File: src/rtl/spi_flash_arbiter.sv
// Two-port arbiter in front of one SPI flash engine: grants whole transactions,
// inserts a chip-select guard gap between owners and routes strobes/data to the owner only.
module spi_flash_arbiter #(
   parameter int ARB_MODE     = 0,
   parameter int GUARD_CYCLES = 8
) (
   input  logic        clk,
   input  logic        reset,
   input  logic        a_req,
   input  logic        b_req,
   output logic        a_gnt,
   output logic        b_gnt,
   input  logic        a_enable,
   input  logic        b_enable,
   input  logic [7:0]  a_tx_len,
   input  logic [7:0]  b_tx_len,
   input  logic [7:0]  a_tx_data,
   input  logic [7:0]  b_tx_data,
   input  logic [23:0] a_rx_len,
   input  logic [23:0] b_rx_len,
   output logic        a_idle,
   output logic        b_idle,
   output logic        a_tx_fetch,
   output logic        b_tx_fetch,
   output logic        a_rx_store,
   output logic        b_rx_store,
   output logic [7:0]  a_rx_data,
   output logic [7:0]  b_rx_data,
   output logic        spi_enable,
   input  logic        spi_idle,
   output logic [7:0]  spi_tx_len,
   input  logic        spi_tx_fetch,
   output logic [7:0]  spi_tx_data,
   output logic [23:0] spi_rx_len,
   input  logic        spi_rx_store,
   input  logic [7:0]  spi_rx_data,
   output logic        owner,
   output logic        busy
);

   localparam logic [1:0] S_IDLE  = 2'd0;
   localparam logic [1:0] S_GRANT = 2'd1;
   localparam logic [1:0] S_BUSY  = 2'd2;
   localparam logic [1:0] S_GUARD = 2'd3;

   localparam logic [7:0] GUARD_LAST = 8'(GUARD_CYCLES);

   logic [1:0] state;
   logic [7:0] guard_cnt;
   logic       idle_q;
   logic       last_b;
   logic       own_en;
   logic       own_req;
   logic       pick_b;
   logic       idle_rise;

   // In round-robin mode a tie goes to whoever was not granted last
   always_comb begin
      own_en    = owner ? b_enable : a_enable;
      own_req   = owner ? b_req : a_req;
      idle_rise = spi_idle & ~idle_q;
      if (ARB_MODE == 1)
         pick_b = ~a_req;
      else if (a_req & b_req)
         pick_b = ~last_b;
      else
         pick_b = ~a_req;
   end

   always_ff @(posedge clk or posedge reset) begin
      if (reset) begin
         state     <= S_IDLE;
         a_gnt     <= 1'b0;
         b_gnt     <= 1'b0;
         owner     <= 1'b0;
         busy      <= 1'b0;
         guard_cnt <= 8'd0;
         idle_q    <= 1'b0;
         last_b    <= 1'b1;
      end else begin
         idle_q <= spi_idle;
         case (state)
            S_IDLE: begin
               if ((a_req | b_req) && spi_idle) begin
                  state  <= S_GRANT;
                  a_gnt  <= ~pick_b;
                  b_gnt  <= pick_b;
                  owner  <= pick_b;
                  last_b <= pick_b;
               end
            end
            // An enable in the same cycle as a req drop still issues the transaction
            S_GRANT: begin
               if (own_en) begin
                  state <= S_BUSY;
                  busy  <= 1'b1;
               end else if (!own_req) begin
                  state     <= S_GUARD;
                  a_gnt     <= 1'b0;
                  b_gnt     <= 1'b0;
                  guard_cnt <= 8'd1;
               end
            end
            S_BUSY: begin
               if (idle_rise) begin
                  state <= S_GRANT;
                  busy  <= 1'b0;
               end
            end
            S_GUARD: begin
               if (guard_cnt >= GUARD_LAST) begin
                  state     <= S_IDLE;
                  guard_cnt <= 8'd0;
               end else begin
                  guard_cnt <= guard_cnt + 8'd1;
               end
            end
            default: state <= S_IDLE;
         endcase
      end
   end

   // Grants are one-hot or zero, so they select the owner's paths directly
   assign spi_enable  = (state == S_GRANT) & ((a_gnt & a_enable) | (b_gnt & b_enable));
   assign spi_tx_len  = a_gnt ? a_tx_len  : (b_gnt ? b_tx_len  : 8'd0);
   assign spi_tx_data = a_gnt ? a_tx_data : (b_gnt ? b_tx_data : 8'd0);
   assign spi_rx_len  = a_gnt ? a_rx_len  : (b_gnt ? b_rx_len  : 24'd0);
   assign a_tx_fetch  = spi_tx_fetch & a_gnt;
   assign b_tx_fetch  = spi_tx_fetch & b_gnt;
   assign a_rx_store  = spi_rx_store & a_gnt;
   assign b_rx_store  = spi_rx_store & b_gnt;
   assign a_rx_data   = a_gnt ? spi_rx_data : 8'd0;
   assign b_rx_data   = b_gnt ? spi_rx_data : 8'd0;
   assign a_idle      = spi_idle & a_gnt & (state == S_GRANT);
   assign b_idle      = spi_idle & b_gnt & (state == S_GRANT);

endmodule
File: config.mk
export PLATFORM = sky130hd
export DESIGN_NAME = spi_flash_arbiter
export DESIGN_NICKNAME = d
export VERILOG_FILES = /design/src/rtl/spi_flash_arbiter.sv
export SDC_FILE = /design/constraint.sdc
export NUM_CORES = 1
export LEC_CHECK = 0
export ABC_AREA = 1
export ABC_CLOCK_PERIOD_IN_PS = 1400
export CAP_MARGIN = 20
export CORE_MARGIN = 3
export CORE_UTILIZATION = 29
export CTS_CLUSTER_SIZE = 30
export DETAILED_ROUTE_END_ITERATION = 8
export MAX_ROUTING_LAYER = met4
export PLACE_DENSITY = 0.9
export SLEW_MARGIN = 40
export SYNTH_ARGS = -nofsm -noshare
export SYNTH_HDL_FRONTEND = slang
export SYNTH_SLANG_ARGS = --single-unit
File: constraint.sdc
create_clock -name clk -period 1.4 [get_ports clk]
set_clock_uncertainty 0.2 [all_clocks]
set_input_delay 0.28 -clock clk [delete_from_list [all_inputs] [get_ports clk]]
set_output_delay 0.28 -clock clk [all_outputs]
set_load 0.01 [all_outputs]
==> impl_metrics.ini, run 1 <==
[outcome]
status = finished with violations
violations = negative setup slack

[global_route]
via_count_of_the_first_global_routing_pass = 2616
grt_pass1_wl_um = 12500
pin_count_of_the_biggest_net_entering_global_routing = 26
global_route.overflow_total = 0
grt_antenna_before_repair = 0
grtUsageTotal_pct = 25.5

[cts]
clockRootBuffer = sky130_fd_sc_hd__clkbuf_8
clockBufferDepth = 2
clock_insertion_delay_worst_skew_ns = 0.26
cts.sinks = 16
cts_hold_buffers = 0
clkSlewWorstSetupHoldPaths_ns = 0.07
h-tree-depth = 1
cts_buffers = 3
cts_tree = done

[cells_and_area]
nNetsFinal = 579
layout.filler_cells = 273
layout-area-overhead-vs-synth_pct = 179
antenna_cells = 0
final_layout_size_suffix_gt1_share_pct = 52.4

[drt]
detail_route.drc_violations = 0
vias = 2890
wl_per_cell_um = 19.8
finalWirelength_um = 10900
antenna_left = 0
avgViaCountPerCell = 5.26
drt_iter0_drc = 126
drt_first_pass_iters = 4

[timing]
fmax_mhz = 515
layout_worst_path_cycle_share_pct = 139
max_slew.worst_pin.slew_ns = 0.395
final_critical_path_setup_slack_ns = -0.540
final_hold_viol_count = 0
worst_hold_slack_ns = 0.0735
timing.final.setup_violations = 70
worst_slew_margin_rel_pct = 73.4
rsz0062_at_grt = true
final_max_slew_viol_count = 0
period_needed_ns = 1.94

[placement]
gp_routability_congestion = 0.860
post_placement_worst_setup_slack_ns = -0.787
dp_hpwl_um = 5630
port-buffer-count = 163

[critical_path]
worst-endpoint-arrival_ns = 1.46
timing.critical_path.fanout_max = 5
crit_start = a_gnt$_DFFE_PP0P_
timing.critical_path.from_type = flip-flop
cp_slowest_stage_delay_ns = 0.47
endpoint_kind = output pin
crit_path_top_delay_cell = sky130_fd_sc_hd__dfrtp_2
crit_path_cell_trace = inv_4, buf_12, buf_8, nand3_2, nand2_1, buf_2
critical_path_buf_inv_count = 4
required_ns = 0.92
worstSetupPathType = reg2out
critical_path.reg2reg.startpoint = state[1]$_DFFE_PP0P_
path_delay_family = buffers and inverters

[synthesis]
postSynthRegisterBits = 16
synthesis.instances = 285
syn_area_um2 = 1560
yosys_warnings = 0
yosysUniqueCellTypes = 22
mappedNetlistNets = 384
synth_area_per_cell_um2 = 5.48
synth_seq_area_share_pct = 25.7

[power_and_ir_drop]
vdd.ir_drop.worst_v = 0.000829
pwr_density_cell_nw_per_um2 = 1530
design_power_total_mw = 6.65
power.static_leakage_nw = 2.27

[die]
initial_core_util_pct = 30.2
io-pin-count = 164
count_of_standard_cell_rows = 26
die_height_um = 79.4
die-area_um2 = 6300
dieWidth_um = 79.4
core_area_um2 = 5170

[job]
max_cap_viol_count = 0

[worst_hold_path]
hold_start = spi_idle
hold_class = in2reg
layer usage:
layer	part of all wire (%)	up-vias	track usage, %
li1	-	1266	-
met3	9.4	75	5.98
met5	0	-	-
met2	51	211	46.0
met1	33	1338	26.4
met4	7.0	0	11.2
stage by stage:
| step | cell area, µm² | cells | utilization [%] | setup TNS [ns] |
|---|---|---|---|---|
| after floorplan | 1610 | 285 | - | 0 |
| after global placement | 3400 | 520 | 65.7 | -36.23 |
| after detailed placement | 3400 | 520 | 65.7 | -38.01 |
| after CTS | 3780 | 543 | 73.0 | -23.38 |
| after global routing | 4350 | 549 | 84.1 | -27.86 |
| final | 4350 | 549 | 84.1 | -25.19 |
kinds of logic (layout without fill, tap and decap cells):
group / after synthesis / in the layout / share of synthesized area [%]
AND/OR/NAND/NOR: 193 / 193 / 52.1
flip-flops: 16 / 16 / 25.7
XOR/XNOR: 1 / 1 / 0.561
AO/OA/AOI/OAI: 14 / 14 / 5.37
adder cells (fa/ha/maj): 2 / 2 / 1.60
buffers and inverters: 59 / 253 / 14.7
layout by cell type (no fill, tap or decap), types with 4 or more instances in the layout:
cell type	n
sky130_fd_sc_hd__clkdlybuf4s50_1	91
sky130_fd_sc_hd__nand2_1	78
sky130_fd_sc_hd__buf_6	49
sky130_fd_sc_hd__nand2_2	37
sky130_fd_sc_hd__nand3_2	34
sky130_fd_sc_hd__buf_2	27
sky130_fd_sc_hd__inv_2	21
sky130_fd_sc_hd__inv_1	18
sky130_fd_sc_hd__nand2_4	15
sky130_fd_sc_hd__dfrtp_1	12
sky130_fd_sc_hd__buf_4	12
sky130_fd_sc_hd__nand3_4	10
sky130_fd_sc_hd__buf_12	8
sky130_fd_sc_hd__buf_8	6
sky130_fd_sc_hd__inv_4	4
sky130_fd_sc_hd__nor2_1	4
sky130_fd_sc_hd__nand3_1	4
sky130_fd_sc_hd__o21ai_2	4
sky130_fd_sc_hd__clkbuf_8	4
cell type report:
| class | instances | area, µm² | area share (%) |
|---|---|---|---|
| multi-input combinational | 210 | 1480 | 34.0 |
| timing repair buffer | 206 | 2150 | 49.5 |
| inverter | 43 | 171 | 3.94 |
| tap | 70 | 87.6 | 2.01 |
| sequential | 16 | 405 | 9.32 |
| clock buffer | 4 | 55.1 | 1.27 |
synthesized netlist by cell type:
master                     number  area (µm²)
sky130_fd_sc_hd__or2_2          1        6.26
sky130_fd_sc_hd__nand3_1       47         235
sky130_fd_sc_hd__and2_1         1        6.26
sky130_fd_sc_hd__ha_1           2        25.0
sky130_fd_sc_hd__dfstp_2        1        26.3
sky130_fd_sc_hd__dfrtp_1       15         375
sky130_fd_sc_hd__xor2_1         1        8.76
sky130_fd_sc_hd__nor2_1         6        22.5
sky130_fd_sc_hd__inv_1         42         158
sky130_fd_sc_hd__o21ai_2        3        26.3
sky130_fd_sc_hd__nand3_2        1        10.0
sky130_fd_sc_hd__o21a_1         1        7.51
sky130_fd_sc_hd__nand2_1      130         488
sky130_fd_sc_hd__nor2_4         1        11.3
sky130_fd_sc_hd__o21ai_1        1        5.00
sky130_fd_sc_hd__inv_2          1        3.75
sky130_fd_sc_hd__nand4_1        3        18.8
sky130_fd_sc_hd__clkbuf_1      10        37.5
sky130_fd_sc_hd__o21ai_0        5        25.0
sky130_fd_sc_hd__a21oi_1        4        20.0
sky130_fd_sc_hd__nor3_1         3        15.0
sky130_fd_sc_hd__buf_2          6        30.0
path summary, 6_finish.rpt:
kind | endpoint | slack, ns | depth (start not counted)
max reg2reg | a_gnt$_DFFE_PP0P_ | -0.14 | 8
min | idle_q$_DFF_PP0_ | 0.07 | 1
max in group asynchronous | last_b$_DFFE_PP1P_ | 0.62 | 3
max | spi_rx_len[0] | -0.54 | 6
min reg2reg | guard_cnt[7]$_DFFE_PP0P_ | 0.27 | 2
min in group asynchronous | guard_cnt[0]$_DFFE_PP0P_ | 0.13 | 3
repair_timing:
item / 4_1_cts / 5_1_grt
buffers inserted: 15 / 5
setup endpoints to repair: 81 / 80
gates resized for setup: 361 / 141
gates cloned: 4 / 4
endpoints found under the hold margin: 0 / 0
pin swaps: 20 / 42
worst register-to-register path, stage by stage (launching register included):
cell and delay [ns]:
sky130_fd_sc_hd__dfrtp_1 0.42, sky130_fd_sc_hd__buf_6 0.13, sky130_fd_sc_hd__buf_6 0.12, sky130_fd_sc_hd__nor2_4 0.14, sky130_fd_sc_hd__nand3_4 0.11, sky130_fd_sc_hd__nand2_2 0.07, sky130_fd_sc_hd__nand3_2 0.08, sky130_fd_sc_hd__nand2_1 0.09
sky130_fd_sc_hd__o21ai_1 0.07
registers in the layout (all words and copies together) (netlist names):
register / cells
busy: 1
idle_q: 1
state: 2
owner: 1
a_gnt: 1
last_b: 1
b_gnt: 1
guard_cnt: 8
report_power, final:
| group | switching [mW] | internal, mW |
|---|---|---|
| Combinational | 2.79 | 2.67 |
| Clock | 0.190 | 0.251 |
| Sequential | 0.141 | 0.607 |
| Total | 3.12 | 3.53 |
No activity file was read; power rests on OpenSTA's default activity.
==> inputs of run 2 (changes only) <==
--- a/config.mk
+++ b/config.mk
@@ -6,7 +6,7 @@
 export NUM_CORES = 1
 export LEC_CHECK = 0
 export ABC_AREA = 1
-export ABC_CLOCK_PERIOD_IN_PS = 1400
+export ABC_CLOCK_PERIOD_IN_PS = 2000
 export CAP_MARGIN = 20
 export CORE_MARGIN = 3
 export CORE_UTILIZATION = 29
==> constraint.sdc (replaced) <==
create_clock -name clk -period 2 [get_ports clk]
set_clock_uncertainty 0.2 [all_clocks]
set_input_delay 0.4 -clock clk [delete_from_list [all_inputs] [get_ports clk]]
set_output_delay 0.4 -clock clk [all_outputs]
set_load 0.01 [all_outputs]
==> run 2 against run 1 <==
The run now ends clean. First-iteration DRC count decreased by 37%. Final cell count fell by 4.0%. Critical path depth shrank 2. Worst setup slack gained 0.58 ns. Sequential power decreased by 34%. Power fell by 53%. Final area fell by 23%. Register-to-register slack better by 0.65 ns. Critical endpoint is now a_idle. Non-clock buffer count decreased by 22. Flip-flop and latch count stayed put. Die area stayed put. Via count fell by 18%.
==> impl_metrics.ini, run 2 (same netlist as run 1, synthesis figures left out) <==
[global_route]
pin_count_of_the_biggest_net_entering_global_routing = 19
via_count_of_the_first_global_routing_pass = 2356
grt_pass1_wl_um = 11200
grtUsageTotal_pct = 22.4
grt_antenna_before_repair = 0
global_route.overflow_total = 0

[cts]
cts_tree = done
clockRootBuffer = sky130_fd_sc_hd__clkbuf_8
h-tree-depth = 1
clock_insertion_delay_worst_skew_ns = 0.25
cts.sinks = 16
clockBufferDepth = 2
cts_buffers = 3
clkSlewWorstSetupHoldPaths_ns = 0.06

[timing]
final_hold_viol_count = 0
final_max_slew_viol_count = 0
fmax_mhz = 510
max_slew.worst_pin.slew_ns = 0.605
period_needed_ns = 1.96
layout_worst_path_cycle_share_pct = 98.0
worst_slew_margin_rel_pct = 59.6
timing.final.setup_violations = 0
rsz0062_at_grt = true

[die]
io-pin-count = 164
die-area_um2 = 6300
die_height_um = 79.4
dieWidth_um = 79.4
count_of_standard_cell_rows = 26
initial_core_util_pct = 30.2
core_area_um2 = 5170

[critical_path]
worstSetupPathType = in2out
worst-endpoint-arrival_ns = 1.36
timing.critical_path.fanout_max = 3
timing.critical_path.from_type = input port
required_ns = 1.40
endpoint_kind = output pin

[drt]
drt_iter0_drc = 80
finalWirelength_um = 7170
antenna_left = 0
vias = 2370
drt_first_pass_iters = 4
avgViaCountPerCell = 4.50
detail_route.drc_violations = 0
wl_per_cell_um = 13.6

[cells_and_area]
top_regs = guard_cnt x8, state x2
final_core_area_utilization_pct = 64.5
layout_commonest_cell = sky130_fd_sc_hd__nand2_1
nNetsFinal = 557
max_reg_flops = 8
final_cell_mix = sky130_fd_sc_hd__nand2_1 (130), sky130_fd_sc_hd__clkdlybuf4s50_1 (98), sky130_fd_sc_hd__nand3_1 (46)
max_flop_register = guard_cnt
final_layout_size_suffix_gt1_share_pct = 15.5
layout-area-overhead-vs-synth_pct = 114
final_cell_count_no_fill = 527
antenna_cells = 0

[job]
max_cap_viol_count = 0

[worst_hold_path]
hold_class = reg2reg

[placement]
place.detailed.instances = 518
dp_hpwl_um = 5680
port-buffer-count = 163
gp_routability_congestion = 0.841

[outcome]
status = completed

[power_and_ir_drop]
power.static_leakage_nw = 1.98
pwr_density_cell_nw_per_um2 = 928
vdd.ir_drop.worst_v = 0.000568
design_power_total_mw = 3.10
-- run 2: layout make-up --
class,count,area [µm²]
Fill cell,460,1830
Clock buffer,4,55.1
Timing Repair Buffer,184,1700
Inverter,43,161
Multi-Input combinational cell,210,936
Tap cell,70,87.6
Sequential cell,16,403
-- run 2: where the power goes --
part / internal [mW] / switching (mW) / leakage, nW / total [mW]
Combinational: 1.09 / 1.23 / 1.75 / 2.32
Clock: 0.175 / 0.112 / 0.0288 / 0.287
Sequential: 0.422 / 0.0719 / 0.200 / 0.494
-- run 2: what timing repair did --
item                                    4_1_cts  5_1_grt
buffers inserted                              5        0
endpoints found under the setup margin       65       36
hold buffers                                  0        0
cloned                                        2        0
pin swaps                                     0        1
gates resized for setup                     166       18
-- run 2: through the flow --
stage          TNS (ns)  setup WS, ns  instance area, µm²  hold slack [ns]
5_1_grt         -0.0233       -0.0157                3340            0.288
4_1_cts               0       0.00298                3380            0.270
3_5_place_dp      -8.77        -0.417                3400            0.253
2_1_floorplan         0         0.376                1560            0.113
6_report              0        0.0400                3340            0.266
3_3_place_gp      -8.02        -0.372                3400            0.249
-- run 2: critical path, stage by stage --
cell and delay [ns]:
sky130_fd_sc_hd__clkdlybuf4s50_1 0.51, sky130_fd_sc_hd__inv_1 0.08, sky130_fd_sc_hd__nor3_1 0.19, sky130_fd_sc_hd__buf_2 0.18
-- run 2: worst paths after layout --
path / cells past startpoint / slack [ns] / endpoint / from
worst max-delay path: 4 / 0.04 / a_idle / spi_idle
worst min-delay path: 2 / 0.27 / guard_cnt[7]$_DFFE_PP0P_ / guard_cnt[7]$_DFFE_PP0P_
worst max register to register: 7 / 0.51 / a_gnt$_DFFE_PP0P_ / state[1]$_DFFE_PP0P_
worst min register to register: 2 / 0.27 / guard_cnt[7]$_DFFE_PP0P_ / guard_cnt[7]$_DFFE_PP0P_
max in group asynchronous: 2 / 0.86 / b_gnt$_DFFE_PP0P_ / reset
min in group asynchronous: 2 / 0.32 / a_gnt$_DFFE_PP0P_ / reset
-- run 2: layer usage --
metal | vias to the layer above | global-route usage [%] | share of wire, %
met3 | 14 | 6.09 | 8.7
met1 | 1040 | 25.6 | 40
met4 | 0 | 6.70 | 2.4
li1 | 1216 | - | -
met5 | - | - | 0
met2 | 100 | 38.6 | 49
==> inputs of run 3 (changes only) <==
--- a/config.mk
+++ b/config.mk
@@ -8,13 +8,15 @@
 export ABC_AREA = 1
 export ABC_CLOCK_PERIOD_IN_PS = 2000
 export CAP_MARGIN = 20
-export CORE_MARGIN = 3
-export CORE_UTILIZATION = 29
+export CORE_AREA = 3 3 62 64
 export CTS_CLUSTER_SIZE = 30
 export DETAILED_ROUTE_END_ITERATION = 8
+export DIE_AREA = 0 0 65 67
+export DONT_BUFFER_PORTS = 1
 export MAX_ROUTING_LAYER = met4
-export PLACE_DENSITY = 0.9
+export PLACE_DENSITY = 0.68
 export SLEW_MARGIN = 40
 export SYNTH_ARGS = -nofsm -noshare
 export SYNTH_HDL_FRONTEND = slang
 export SYNTH_SLANG_ARGS = --single-unit
+export TNS_END_PERCENT = 50
==> run 3 against run 2 <==
Non-clock buffer count is 173 lower. Combinational power is 38% lower. Via count decreased by 27%. Largest power group unchanged. Critical path depth shrank 1. First-iteration DRC count up 23%.
==> impl_metrics.ini, run 3 (same netlist as run 1, synthesis figures left out) <==
[timing]
layout_worst_path_cycle_share_pct = 96.3
worst_slew_margin_rel_pct = 60.7
fmax_mhz = 519
max_slew.worst_pin.slew_ns = 0.589
fin_tns_setup_ns = 0
final_max_slew_viol_count = 0
timing.final.setup_violations = 0
rsz0062_at_grt = false
period_needed_ns = 1.93
final_hold_viol_count = 0

[drt]
drt_iter0_drc = 98
wl_per_cell_um = 16.3
detail_route.drc_violations = 0
finalWirelength_um = 5370
vias = 1741
avgViaCountPerCell = 5.28
antenna_left = 0
drt_first_pass_iters = 4

[global_route]
grt_antenna_before_repair = 0
pin_count_of_the_biggest_net_entering_global_routing = 31
global_route.overflow_total = 0
via_count_of_the_first_global_routing_pass = 1337
grt_pass1_wl_um = 6920
grtUsageTotal_pct = 21.9

[placement]
gp_routability_congestion = 0.975
dp_hpwl_um = 4410
port-buffer-count = 0

[die]
die_height_um = 67
core_area_um2 = 3340
initial_core_util_pct = 46.8
dieWidth_um = 65
die-area_um2 = 4360
io-pin-count = 164
count_of_standard_cell_rows = 21

[critical_path]
worst-endpoint-arrival_ns = 1.33
crit_path_top_delay_cell = sky130_fd_sc_hd__dfrtp_4
cp_slowest_stage_delay_ns = 0.57
endpoint_kind = output pin
worstSetupPathType = reg2out
timing.critical_path.fanout_max = 22
required_ns = 1.40
timing.critical_path.from_type = flip-flop
crit_path_cell_trace = buf_12, nand3_1, nand2_1

[power_and_ir_drop]
pwr_density_cell_nw_per_um2 = 1280
power.static_leakage_nw = 1.11
vdd.ir_drop.worst_v = 0.000638
design_power_total_mw = 2.21

[cells_and_area]
final_cell_mix = sky130_fd_sc_hd__nand2_1 (130), sky130_fd_sc_hd__nand3_1 (47), sky130_fd_sc_hd__inv_1 (41)
layout.filler_cells = 343
antenna_cells = 0
top_regs = guard_cnt x8, state x2
layout-area-overhead-vs-synth_pct = 10.0
max_flop_register = guard_cnt
max_reg_flops = 8
nNetsFinal = 384
final_core_area_utilization_pct = 51.5
final_layout_size_suffix_gt1_share_pct = 9.15
layout_commonest_cell = sky130_fd_sc_hd__nand2_1

[cts]
cts.sinks = 16
clockRootBuffer = sky130_fd_sc_hd__clkbuf_4
clkSlewWorstSetupHoldPaths_ns = 0.09
clock_insertion_delay_worst_skew_ns = 0.29
cts_tree = done
cts_buffers = 3
clockBufferDepth = 2
h-tree-depth = 1

[job]
max_cap_viol_count = 0

[outcome]
status = completed

[worst_hold_path]
hold_class = in2reg
-- run 3: cell count changes in the layout (fill, tap and decap cells not counted), sizes merged --
| cell | change |
|---|---|
| clkbuf | -4 |
| dlygate4sd3 | +2 |
| clkdlybuf4s15 | -3 |
| dlygate4sd2 | -27 |
| bufbuf | -1 |
| clkdlybuf4s50 | -98 |
| buf | -42 |
-- run 3: report_power, final --
group	total, mW	switching, mW	internal (mW)
Sequential	0.547	0.121	0.426
Combinational	1.44	1.02	0.422
Clock	0.217	0.106	0.111
Total	2.21	1.25	0.959
-- run 3: worst max-delay path, delay by kind of cell (launching register included) --
family                 cells  cell delay, ns
buffers and inverters      1            0.19
AND/OR/NAND/NOR            2            0.26
flip-flops                 1            0.57
-- run 3: area by class of cell --
class                           count  area [µm²]  share of cell area, %
Multi-Input combinational cell    210         940                   54.7
Tap cell                           46        57.6                   3.35
Inverter                           43         161                   9.40
Sequential cell                    16         407                   23.7
Timing Repair Buffer               11         116                   6.77
Clock buffer                        4        36.3                   2.11
-- run 3: stage by stage --
stage / std cells / setup WS [ns] / hold slack [ns] / area, µm²
after floorplan: 285 / 0.376 / 0.113 / 1560
after global placement: 323 / 0.318 / 0.183 / 1640
after detailed placement: 323 / 0.298 / 0.194 / 1640
after CTS: 330 / 0.0245 / 0.148 / 1710
after global routing: 330 / 0.00110 / 0.161 / 1720
final: 330 / 0.0750 / 0.161 / 1720
-- run 3: metal layers --
layer  track usage [%]  share of wire, %
met5                 -                 0
met4              1.58              0.33
met3              22.1                22
met2              27.2                40
met1              25.6                37
-- run 3: what timing repair did --
item	in CTS	in global routing
setup buffers	1	0
endpoints found under the setup margin	1	37
hold buffers	2	0
pin swaps	0	1
hold endpoints to repair	16	0
gates resized for setup	2	4
-- run 3: final timing paths --
| check | start | end | slack, ns | cells past startpoint |
|---|---|---|---|---|
| worst max-delay path | b_gnt$_DFFE_PP0P_ | spi_rx_len[2] | 0.07 | 3 |
| worst min-delay path | spi_idle | last_b$_DFFE_PP1P_ | 0.16 | 3 |
| min in group asynchronous | reset | state[0]$_DFFE_PP0P_ | 0.41 | 2 |
| worst max register to register | owner$_DFFE_PP0P_ | guard_cnt[3]$_DFFE_PP0P_ | 0.47 | 5 |
| worst min register to register | guard_cnt[5]$_DFFE_PP0P_ | guard_cnt[5]$_DFFE_PP0P_ | 0.28 | 2 |
| max in group asynchronous | reset | b_gnt$_DFFE_PP0P_ | 0.76 | 2 |
